File: config.mk
export PLATFORM = sky130hd
export DESIGN_NAME = window_reader
export DESIGN_NICKNAME = d
export VERILOG_FILES = /design/src/rtl/cnn_pkg.sv /design/src/rtl/pix_fifo2.sv /design/src/rtl/window_reader.sv
export SDC_FILE = /design/constraint.sdc
export NUM_CORES = 1
export LEC_CHECK = 0
export BUFFER_PORTS_ARGS = -buffer_cell sky130_fd_sc_hd__buf_2
export CAP_MARGIN = 25
export CORE_ASPECT_RATIO = 0.75
export CORE_MARGIN = 3
export CORE_UTILIZATION = 62
export DETAILED_ROUTE_END_ITERATION = 8
export PLACE_DENSITY = 0.85
export SLEW_MARGIN = 20
export SYNTH_ARGS = -nofsm -noshare
export SYNTH_HDL_FRONTEND = slang
export SYNTH_HIERARCHICAL = 1
export SYNTH_SLANG_ARGS = --single-unit
File: constraint.sdc
create_clock -name clk -period 5.1 [get_ports clk]
set_clock_uncertainty 0.1 [all_clocks]
set_input_delay 0.765 -clock clk [delete_from_list [all_inputs] [get_ports clk]]
set_output_delay 0.765 -clock clk [all_outputs]
set_load 0.01 [all_outputs]
File: src/rtl/cnn_pkg.sv
// Shared definitions for the CNN image-RAM blocks.
// Holds default bus widths, the FILTER/STRIDE encodings, the window reader
// state enum and a helper that maps the FILTER bit to the window size K.
package cnn_pkg;

  localparam int unsigned ADDR_W_DEF = 17;
  localparam int unsigned DATA_W_DEF = 8;

  localparam logic FILTER_3X3 = 1'b0;
  localparam logic FILTER_5X5 = 1'b1;
  localparam logic STRIDE_1   = 1'b0;
  localparam logic STRIDE_2   = 1'b1;

  typedef enum logic [1:0] {
    StIdle,
    StFetch,
    StDrain,
    StDone
  } win_state_e;

  // Window edge length K for a given FILTER encoding.
  function automatic int unsigned win_k(input logic filter);
    return (filter == FILTER_5X5) ? 5 : 3;
  endfunction

endpackage

File: src/rtl/pix_fifo2.sv
// Two-entry FIFO between the RAM read port and the pixel stream.
// Ports:
//   clk, rst_n : clock, asynchronous active-low reset
//   push/wdata : write one entry (caller guarantees space)
//   pop        : drop the head entry (caller guarantees non-empty)
//   rdata      : head entry
//   count      : occupancy, 0..2
module pix_fifo2 #(
  parameter int unsigned WIDTH = 9
) (
  input  logic             clk,
  input  logic             rst_n,
  input  logic             push,
  input  logic [WIDTH-1:0] wdata,
  input  logic             pop,
  output logic [WIDTH-1:0] rdata,
  output logic [1:0]       count
);

  logic [WIDTH-1:0] mem_q [2];
  logic             wr_ptr_q;
  logic             rd_ptr_q;
  logic [1:0]       count_q;
  logic [1:0]       count_d;

  always_comb begin
    count_d = count_q + {1'b0, push} - {1'b0, pop};
  end

  always_ff @(posedge clk or negedge rst_n) begin
    if (!rst_n) begin
      mem_q[0] <= '0;
      mem_q[1] <= '0;
      wr_ptr_q <= 1'b0;
      rd_ptr_q <= 1'b0;
      count_q  <= 2'd0;
    end else begin
      if (push) begin
        mem_q[wr_ptr_q] <= wdata;
        wr_ptr_q        <= ~wr_ptr_q;
      end
      if (pop) begin
        rd_ptr_q <= ~rd_ptr_q;
      end
      count_q <= count_d;
    end
  end

  assign rdata = mem_q[rd_ptr_q];
  assign count = count_q;

endmodule

File: src/rtl/window_reader.sv
// Streams KxK convolution windows out of the image RAM in raster order.
// Windows are visited oy-then-ox; pixels inside a window ky-then-kx.
// Ports:
//   clk, rst_n             : clock, asynchronous active-low reset
//   start, filter, stride, base : pass request and its captured settings
//   mem_rd, mem_adrs       : RAM read strobe/address
//   mem_data               : RAM data, valid the cycle after mem_rd
//   pix_data/valid/ready/last : pixel stream to the MAC array
//   busy, ack              : pass in progress / one-cycle completion pulse
module window_reader
  import cnn_pkg::*;
#(
  parameter int unsigned ADDR_W = ADDR_W_DEF,
  parameter int unsigned DATA_W = DATA_W_DEF,
  parameter int unsigned IMG_W  = 256,
  parameter int unsigned IMG_H  = 256
) (
  input  logic              clk,
  input  logic              rst_n,
  input  logic              start,
  input  logic              filter,
  input  logic              stride,
  input  logic [ADDR_W-1:0] base,
  output logic              mem_rd,
  output logic [ADDR_W-1:0] mem_adrs,
  input  logic [DATA_W-1:0] mem_data,
  output logic [DATA_W-1:0] pix_data,
  output logic              pix_valid,
  input  logic              pix_ready,
  output logic              pix_last,
  output logic              busy,
  output logic              ack
);

  localparam int unsigned CNT_W = 16;

  win_state_e        state_q, state_d;
  logic              filter_q, filter_d;
  logic              stride_q, stride_d;
  logic [CNT_W-1:0]  kx_q, kx_d, ky_q, ky_d, ox_q, ox_d, oy_q, oy_d;
  logic [ADDR_W-1:0] line_q, line_d;  // origin of the current row of windows
  logic [ADDR_W-1:0] win_q, win_d;    // origin of the current window
  logic [ADDR_W-1:0] row_q, row_d;    // start of the current row inside the window
  logic              inflight_q;
  logic              inflight_last_q;

  logic [CNT_W-1:0]  k_last, oc_last, or_last;
  logic [ADDR_W-1:0] win_step, line_step;
  logic              win_last;
  logic              pop;
  logic [1:0]        fifo_count;
  logic [DATA_W:0]   fifo_rdata;
  logic              room;

  assign k_last    = CNT_W'(win_k(filter_q) - 1);
  assign oc_last   = CNT_W'((IMG_W - win_k(filter_q)) >> stride_q);
  assign or_last   = CNT_W'((IMG_H - win_k(filter_q)) >> stride_q);
  assign win_step  = stride_q ? ADDR_W'(2) : ADDR_W'(1);
  assign line_step = stride_q ? ADDR_W'(IMG_W << 1) : ADDR_W'(IMG_W);
  assign win_last  = (kx_q == k_last) && (ky_q == k_last);

  assign pix_valid = (fifo_count != 2'd0);
  assign pix_data  = fifo_rdata[DATA_W-1:0];
  assign pix_last  = pix_valid & fifo_rdata[DATA_W];
  assign pop       = pix_valid & pix_ready;

  // Reads already in flight occupy a FIFO slot before their data lands.
  assign room     = ({1'b0, fifo_count} + {2'b00, inflight_q} - {2'b00, pop}) < 3'd2;
  assign mem_rd   = (state_q == StFetch) && room;
  assign mem_adrs = row_q + ADDR_W'(kx_q);

  assign busy = (state_q == StFetch) || (state_q == StDrain);
  assign ack  = (state_q == StDone);

  always_comb begin
    state_d  = state_q;
    filter_d = filter_q;
    stride_d = stride_q;
    kx_d     = kx_q;
    ky_d     = ky_q;
    ox_d     = ox_q;
    oy_d     = oy_q;
    line_d   = line_q;
    win_d    = win_q;
    row_d    = row_q;
    unique case (state_q)
      StIdle: begin
        if (start) begin
          state_d  = StFetch;
          filter_d = filter;
          stride_d = stride;
          kx_d     = '0;
          ky_d     = '0;
          ox_d     = '0;
          oy_d     = '0;
          line_d   = base;
          win_d    = base;
          row_d    = base;
        end
      end
      StFetch: begin
        if (mem_rd) begin
          if (kx_q != k_last) begin
            kx_d = kx_q + CNT_W'(1);
          end else begin
            kx_d = '0;
            if (ky_q != k_last) begin
              ky_d  = ky_q + CNT_W'(1);
              row_d = row_q + ADDR_W'(IMG_W);
            end else begin
              ky_d = '0;
              if (ox_q != oc_last) begin
                ox_d  = ox_q + CNT_W'(1);
                win_d = win_q + win_step;
                row_d = win_q + win_step;
              end else if (oy_q != or_last) begin
                ox_d   = '0;
                oy_d   = oy_q + CNT_W'(1);
                line_d = line_q + line_step;
                win_d  = line_q + line_step;
                row_d  = line_q + line_step;
              end else begin
                state_d = StDrain;
              end
            end
          end
        end
      end
      StDrain: begin
        if ((fifo_count == 2'd0) && !inflight_q) begin
          state_d = StDone;
        end
      end
      StDone: begin
        state_d = StIdle;
      end
    endcase
  end

  always_ff @(posedge clk or negedge rst_n) begin
    if (!rst_n) begin
      state_q         <= StIdle;
      filter_q        <= FILTER_3X3;
      stride_q        <= STRIDE_1;
      kx_q            <= '0;
      ky_q            <= '0;
      ox_q            <= '0;
      oy_q            <= '0;
      line_q          <= '0;
      win_q           <= '0;
      row_q           <= '0;
      inflight_q      <= 1'b0;
      inflight_last_q <= 1'b0;
    end else begin
      state_q         <= state_d;
      filter_q        <= filter_d;
      stride_q        <= stride_d;
      kx_q            <= kx_d;
      ky_q            <= ky_d;
      ox_q            <= ox_d;
      oy_q            <= oy_d;
      line_q          <= line_d;
      win_q           <= win_d;
      row_q           <= row_d;
      inflight_q      <= mem_rd;
      inflight_last_q <= mem_rd & win_last;
    end
  end

  pix_fifo2 #(
    .WIDTH(DATA_W + 1)
  ) u_fifo (
    .clk  (clk),
    .rst_n(rst_n),
    .push (inflight_q),
    .wdata({inflight_last_q, mem_data}),
    .pop  (pop),
    .rdata(fifo_rdata),
    .count(fifo_count)
  );

endmodule

==> results of run 1 <==
==> Yosys cell counts, types with 6 or more instances <==
| cell | number |
|---|---|
| dfrtp_1 | 143 |
| nand2_1 | 86 |
| nor2_1 | 72 |
| o21ai_0 | 70 |
| nand3_1 | 55 |
| clkbuf_1 | 38 |
| o31ai_1 | 37 |
| ha_1 | 35 |
| a21oi_1 | 34 |
| xor2_1 | 30 |
| xnor2_1 | 29 |
| mux2_2 | 27 |
| nand4_1 | 24 |
| and3_1 | 21 |
| inv_1 | 21 |
| a31oi_1 | 20 |
| nor3_1 | 20 |
| nor2b_1 | 16 |
| mux2i_1 | 15 |
| nor4_1 | 15 |
| or3_1 | 13 |
| or4_1 | 13 |
| a21boi_1 | 10 |
| mux2_4 | 9 |
| or2_2 | 9 |
| and2_1 | 8 |
| o21a_1 | 8 |
| nand2b_1 | 7 |
| o211ai_1 | 7 |
| a211oi_1 | 6 |
| and4_1 | 6 |
| o31a_1 | 6 |
==> cells in the final DEF (no fill, tap or decap), types with 24 or more instances in the layout <==
cell type	synthesis	layout
a21oi_1	34	34
nor2_1	72	71
dfrtp_1	143	143
xnor2_1	29	29
ha_1	35	35
nand3_1	55	55
xor2_1	30	30
o31ai_1	37	37
buf_2	4	59
nand2_1	86	86
nand4_1	24	24
o21ai_0	70	69
mux2_2	27	27
==> power by group through the flow <==
| stage | clock network [mW] | registers (mW) | logic, mW |
|---|---|---|---|
| 6_report | 1.33 | 1.62 | 1.98 |
| 3_5_place_dp | 0 | 1.62 | 1.93 |
| 2_1_floorplan | 0 | 1.53 | 1.39 |
| 5_1_grt | 1.40 | 1.64 | 2.17 |
| 3_3_place_gp | 0 | 1.61 | 1.88 |
| 4_1_cts | 1.33 | 1.61 | 1.95 |
==> final timing paths <==
| path | depth (start not counted) | to | slack [ns] |
|---|---|---|---|
| min | 1 | u_fifo/mem_q[14]$_DFFE_PN0P_ | 0.05 |
| max | 9 | mem_adrs[14] | 0.89 |
| max in group asynchronous | 2 | win_q[16]$_DFFE_PN0P_ | 3.81 |
| min in group clk | 2 | line_q[6]$_DFFE_PN0P_ | 0.38 |
| min reg2reg | 2 | line_q[6]$_DFFE_PN0P_ | 0.38 |
| max reg2reg | 11 | oy_q[15]$_DFFE_PN0P_ | 0.97 |
==> routing by layer <==
metal	global-route usage [%]	routed length, µm	vias up
li1	-	-	3807
met1	44.9	11000	4021
met2	44.0	10600	430
met3	7.97	2410	65
met4	10.8	584	0
met5	0	0	-
==> final cells by class <==
class,count,area [µm²]
multi-input cells,784,5330
fillers,1071,3790
flip-flops and latches,143,3580
clock buffers,21,480
repair buffers,75,419
well taps,195,244
clock inverters,11,153
inverters,21,78.8
==> sequential cells by signal, summed over array words and instances (netlist names), 16 cells and up <==
register      count
u_fifo/mem_q     18
line_q           17
row_q            17
win_q            17
kx_q             16
ky_q             16
ox_q             16
oy_q             16
==> logic make-up (layout without fill, tap and decap cells) <==
kind of cell / count (synthesis) / after routing / share of synthesized area, %
simple gates: 390 / 390 / 22.3
compound gates: 245 / 245 / 17.9
flops: 143 / 143 / 39.0
buf+inv: 69 / 128 / 3.08
xor+xnor: 59 / 59 / 5.63
mux: 51 / 51 / 6.42
fa+ha+maj: 39 / 39 / 5.64
==> stage by stage <==
step           area, µm²  worst slack, ns  hold WS [ns]  util (%)
2_1_floorplan       9180             1.46         0.338         -
3_3_place_gp        9650             1.05         0.355      68.5
3_5_place_dp        9650            0.946         0.363      68.5
4_1_cts            10300            0.942        0.0491      73.0
5_1_grt            10300            0.604        0.0508      73.0
6_report           10300            0.889        0.0502      73.0
==> worst register-to-register path: stages (launching register included) <==
cell and delay (ns):
dfrtp_1 0.44, or2_2 0.33, and2_1 0.22, ha_1 0.30, nand2b_1 0.15, fa_1 0.38, xnor2_1 0.31, nand3_1 0.17
o32ai_1 0.55, nand3_1 0.40, or4_1 0.55, a21boi_1 0.17
==> results.ini, run 1 <==
[route]
wirelength_um = 24600
drt_iter0_drc = 1051
ant_nets = 0
viasPerCell = 6.66
wl_per_cell_um = 19.7
drc = 0
first_pass_iters = 6
vias = 8323

[pwr]
internal_power_mw = 2.97
p_sw_mw = 1.95
power-per-cell-area_nw_per_um2 = 478
clkPwrFrac_pct = 27.0
p_leak_nw = 4.52
combinationalPowerShare_pct = 40.2
finalPower_mw = 4.92
swShare_pct = 39.6
seqPwrFrac_pct = 32.9
vdd_drop_max_mv = 0.352

[placed_design]
hpwl_um = 17200
dpl.cell_count = 1218
gp_congestion = 0.953
portBuffers = 60

[floorplanning]
core-area_um2 = 14100
dieArea_um2 = 16300
placementRows = 37
fp.dieW_um = 147
die_h_um = 111
initial_utilization_pct = 65.2
io_pins = 61

[global_route]
grt_pass1_vias = 7872
antenna_found_initial = 0
grt_pass1_wl_um = 40700
grt-ovfl-total = 0
grt_max_degree = 65
grt_usage_pct = 30.6

[min_path]
hp-class = primary input to async pin

[setup_path]
cp-start-kind = register
crit_path_end_kind = output pin
worst-setup-path-type = register to output pin
r2r-start = u_fifo/count[1]$_DFF_PN0_
crit_slowest_cell = a2111oi_0
arrival_ns = 3.35
cp_top_family = compound AO/OA/AOI/OAI gates
path_cells = ha_1, fa_1, a211o_1, a2111oi_0, o31a_1, a21oi_1, mux2i_1, nand3_1, buf_2
critPathBufInv = 1
slowest_delay_ns = 0.58
startpoint = kx_q[0]$_DFFE_PN0P_
worstPathRequired_ns = 4.24
path_max_fanout = 6

[yosys]
yosysSeqAreaShare_pct = 39.0
synth_edf_count = 0
synth_nets = 1066
ys_types = 73
ys_top_cells_by_area = dfrtp_1, ha_1, o21ai_0
synth-seq-cells = 143
ys_warn_count = 6
synth-async-reset-ratio_pct = 100
postSynthAreaPerCell_um2 = 9.22
synth_flop_cell = dfrtp_1
syn-cell-area_um2 = 9180
synth_top_area_cell = dfrtp_1
synth_cells = 996
yosys.area.top_type_share_pct = 39.0

[clocking]
root_buffer = clkbuf_16
clk_latency_ns = 0.43
cts.path.max_buffers = 2
cts_max_level = 4
numCtsBuffers = 17
holdBufCountCts = 0
post_cts_buffers = 0
clk_pin_slew_ns = 0.06
cts_resized = 0
cts_tree = yes
cts.sinks = 143

[sta]
tightest_slew_ns = 1.02
tns_ns = 0
maxSlewHeadroom_pct = 32.0
slew_violations = 0
min_period_ns = 4.21
rsz0062_at_grt = no
fmax_mhz = 237
period_share_pct = 82.6
final-hold-violation-count = 0
setup_violations = 0

[finish]
nets = 1112
area_growth_pct = 12.0
fin_cells = 1250
insertedDiodeCount = 0
drive_gt1_share_pct = 16.0

[job]
drv_cap = 0

[status]
status = finished clean

Power figures use the tool's default switching activity.
==> run 2: changes to the inputs <==
- CORE_UTILIZATION: 62 -> 56
- PLACE_DENSITY: 0.85 -> 0.82
- clock period: 5.1 -> 3.47 ns (I/O delays scaled with it)
==> results.ini, run 2 (synthesis results as in run 1) <==
[route]
drt_iter0_drc = 1222
ant_nets = 0
first_pass_iters = 7
drc = 0
wirelength_um = 26400
viasPerCell = 6.58
wl_per_cell_um = 20.1
vias = 8650

[sta]
fin_hold_ws_ns = 0.0359
tightest_slew_ns = 0.829
period_share_pct = 101
final-hold-violation-count = 0
slew_violations = 0
min_period_ns = 3.52
fmax_mhz = 284
maxSlewHeadroom_pct = 44.3
setup_violations = 2
setup_slack_ns = -0.0468
rsz0062_at_grt = yes

[clocking]
clk_pin_slew_ns = 0.07
holdBufCountCts = 0
root_buffer = clkbuf_16
cts.sinks = 143
cts_max_level = 4
clk_latency_ns = 0.44
cts.path.max_buffers = 2
numCtsBuffers = 17
cts_tree = yes

[finish]
layout_common_cells = dfrtp_1, nand2_1, nor2_1
fillCellCount = 1126
insertedDiodeCount = 0
top_register = u_fifo/mem_q
final_common_cell = dfrtp_1
largest_reg_flops = 18
final_area_um2 = 11000
finish.utilization_pct = 70.5
nets = 1166
multi_input_area_um2 = 5590
fin_cells = 1314
area_growth_pct = 19.9
seqCellArea_um2 = 3590
drive_gt1_share_pct = 23.7

[setup_path]
worst-setup-path-type = register to output pin
crit_path_end_kind = output pin
path_max_fanout = 4
cp-start-kind = register
worstPathRequired_ns = 2.85
arrival_ns = 2.90

[placed_design]
portBuffers = 60
placed_cell_area_um2 = 9920
gp_congestion = 0.904
hpwl_um = 17700
dpl.cell_count = 1256

[pwr]
p_leak_nw = 4.82
finalPower_mw = 8.06
power-per-cell-area_nw_per_um2 = 732
vdd_drop_max_mv = 0.434

[global_route]
grt_max_degree = 88
antenna_found_initial = 0
grt-ovfl-total = 0
grt_pass1_wl_um = 41700
grt_usage_pct = 28.9
grt_pass1_vias = 7988

[floorplanning]
die_h_um = 117
core-area_um2 = 15600
initial_utilization_pct = 58.8
placementRows = 39
io_pins = 61
dieArea_um2 = 18000
fp.dieW_um = 154

[status]
status = finished with violations
violations = negative setup slack

[job]
drv_cap = 0

[min_path]
hp-class = primary input to async pin

## run 2: cell count changes in the layout (fill, tap and decap cells not counted), sizes merged
cell      previous run  this run
inv                 23        26
buf                 75       127
clkinvlp             3         4
clkbuf              21        20
bufinv               3         2
## run 2: cell type report
type	count	area share, %
multi-input combinational	784	50.7
sequential	143	32.6
timing repair buffer	129	8.34
clock buffer	18	3.90
tap	205	2.33
clock inverter	14	1.42
inverter	21	0.716
## run 2: routing by layer
| layer | GRT usage (%) | vias up | share of wire, % |
|---|---|---|---|
| met2 | 44.0 | 466 | 45 |
| li1 | - | 3920 | - |
| met4 | 10.4 | 0 | 2.6 |
| met3 | 6.25 | 68 | 9.4 |
| met5 | 0 | - | 0 |
| met1 | 41.2 | 4196 | 43 |
## run 2: what timing repair did
action	in CTS	in global routing
buffers inserted	10	14
pin swaps	6	11
gates cloned	0	2
endpoints found under the setup margin	30	74
gates resized for setup	16	43
## run 2: where the power goes
part | internal [mW] | leakage, nW | switching, mW
Sequential | 1.99 | 1.84 | 0.385
Clock | 1.07 | 0.274 | 0.813
Combinational | 1.75 | 2.71 | 2.05
Total | 4.81 | 4.82 | 3.25
## run 2: path summary, 6_finish.rpt
path / depth (start not counted) / to / start / slack [ns]
setup / recovery: 10 / mem_adrs[14] / kx_q[0]$_DFFE_PN0P_ / -0.05
max in group asynchronous: 2 / win_q[13]$_DFFE_PN0P_ / rst_n / 2.39
hold reg to reg: 2 / line_q[0]$_DFFE_PN0P_ / line_q[0]$_DFFE_PN0P_ / 0.38
setup reg to reg: 11 / oy_q[8]$_DFFE_PN0P_ / u_fifo/count[1]$_DFF_PN0_ / 0.08
min in group clk: 2 / u_fifo/mem_q[13]$_DFFE_PN0P_ / mem_data[4] / 0.23
hold / removal: 1 / u_fifo/mem_q[4]$_DFFE_PN0P_ / rst_n / 0.04
## run 2: per-stage QoR
stage	setup TNS, ns	setup slack (ns)
after floorplan	0	0.0301
after global placement	-0.00241	-0.00241
after detailed placement	-0.427	-0.121
after CTS	-0.00604	-0.00604
after global routing	-0.431	-0.162
final	-0.0855	-0.0468
## run 2: critical path, stage by stage (launching register included)
cell and delay, ns:
dfrtp_1 0.42, ha_2 0.23, fa_2 0.34, a211o_1 0.31, a2111oi_4 0.28, buf_4 0.16
o31a_1 0.18, a21oi_2 0.11, mux2i_1 0.17, nand3_1 0.10, buf_2 0.16
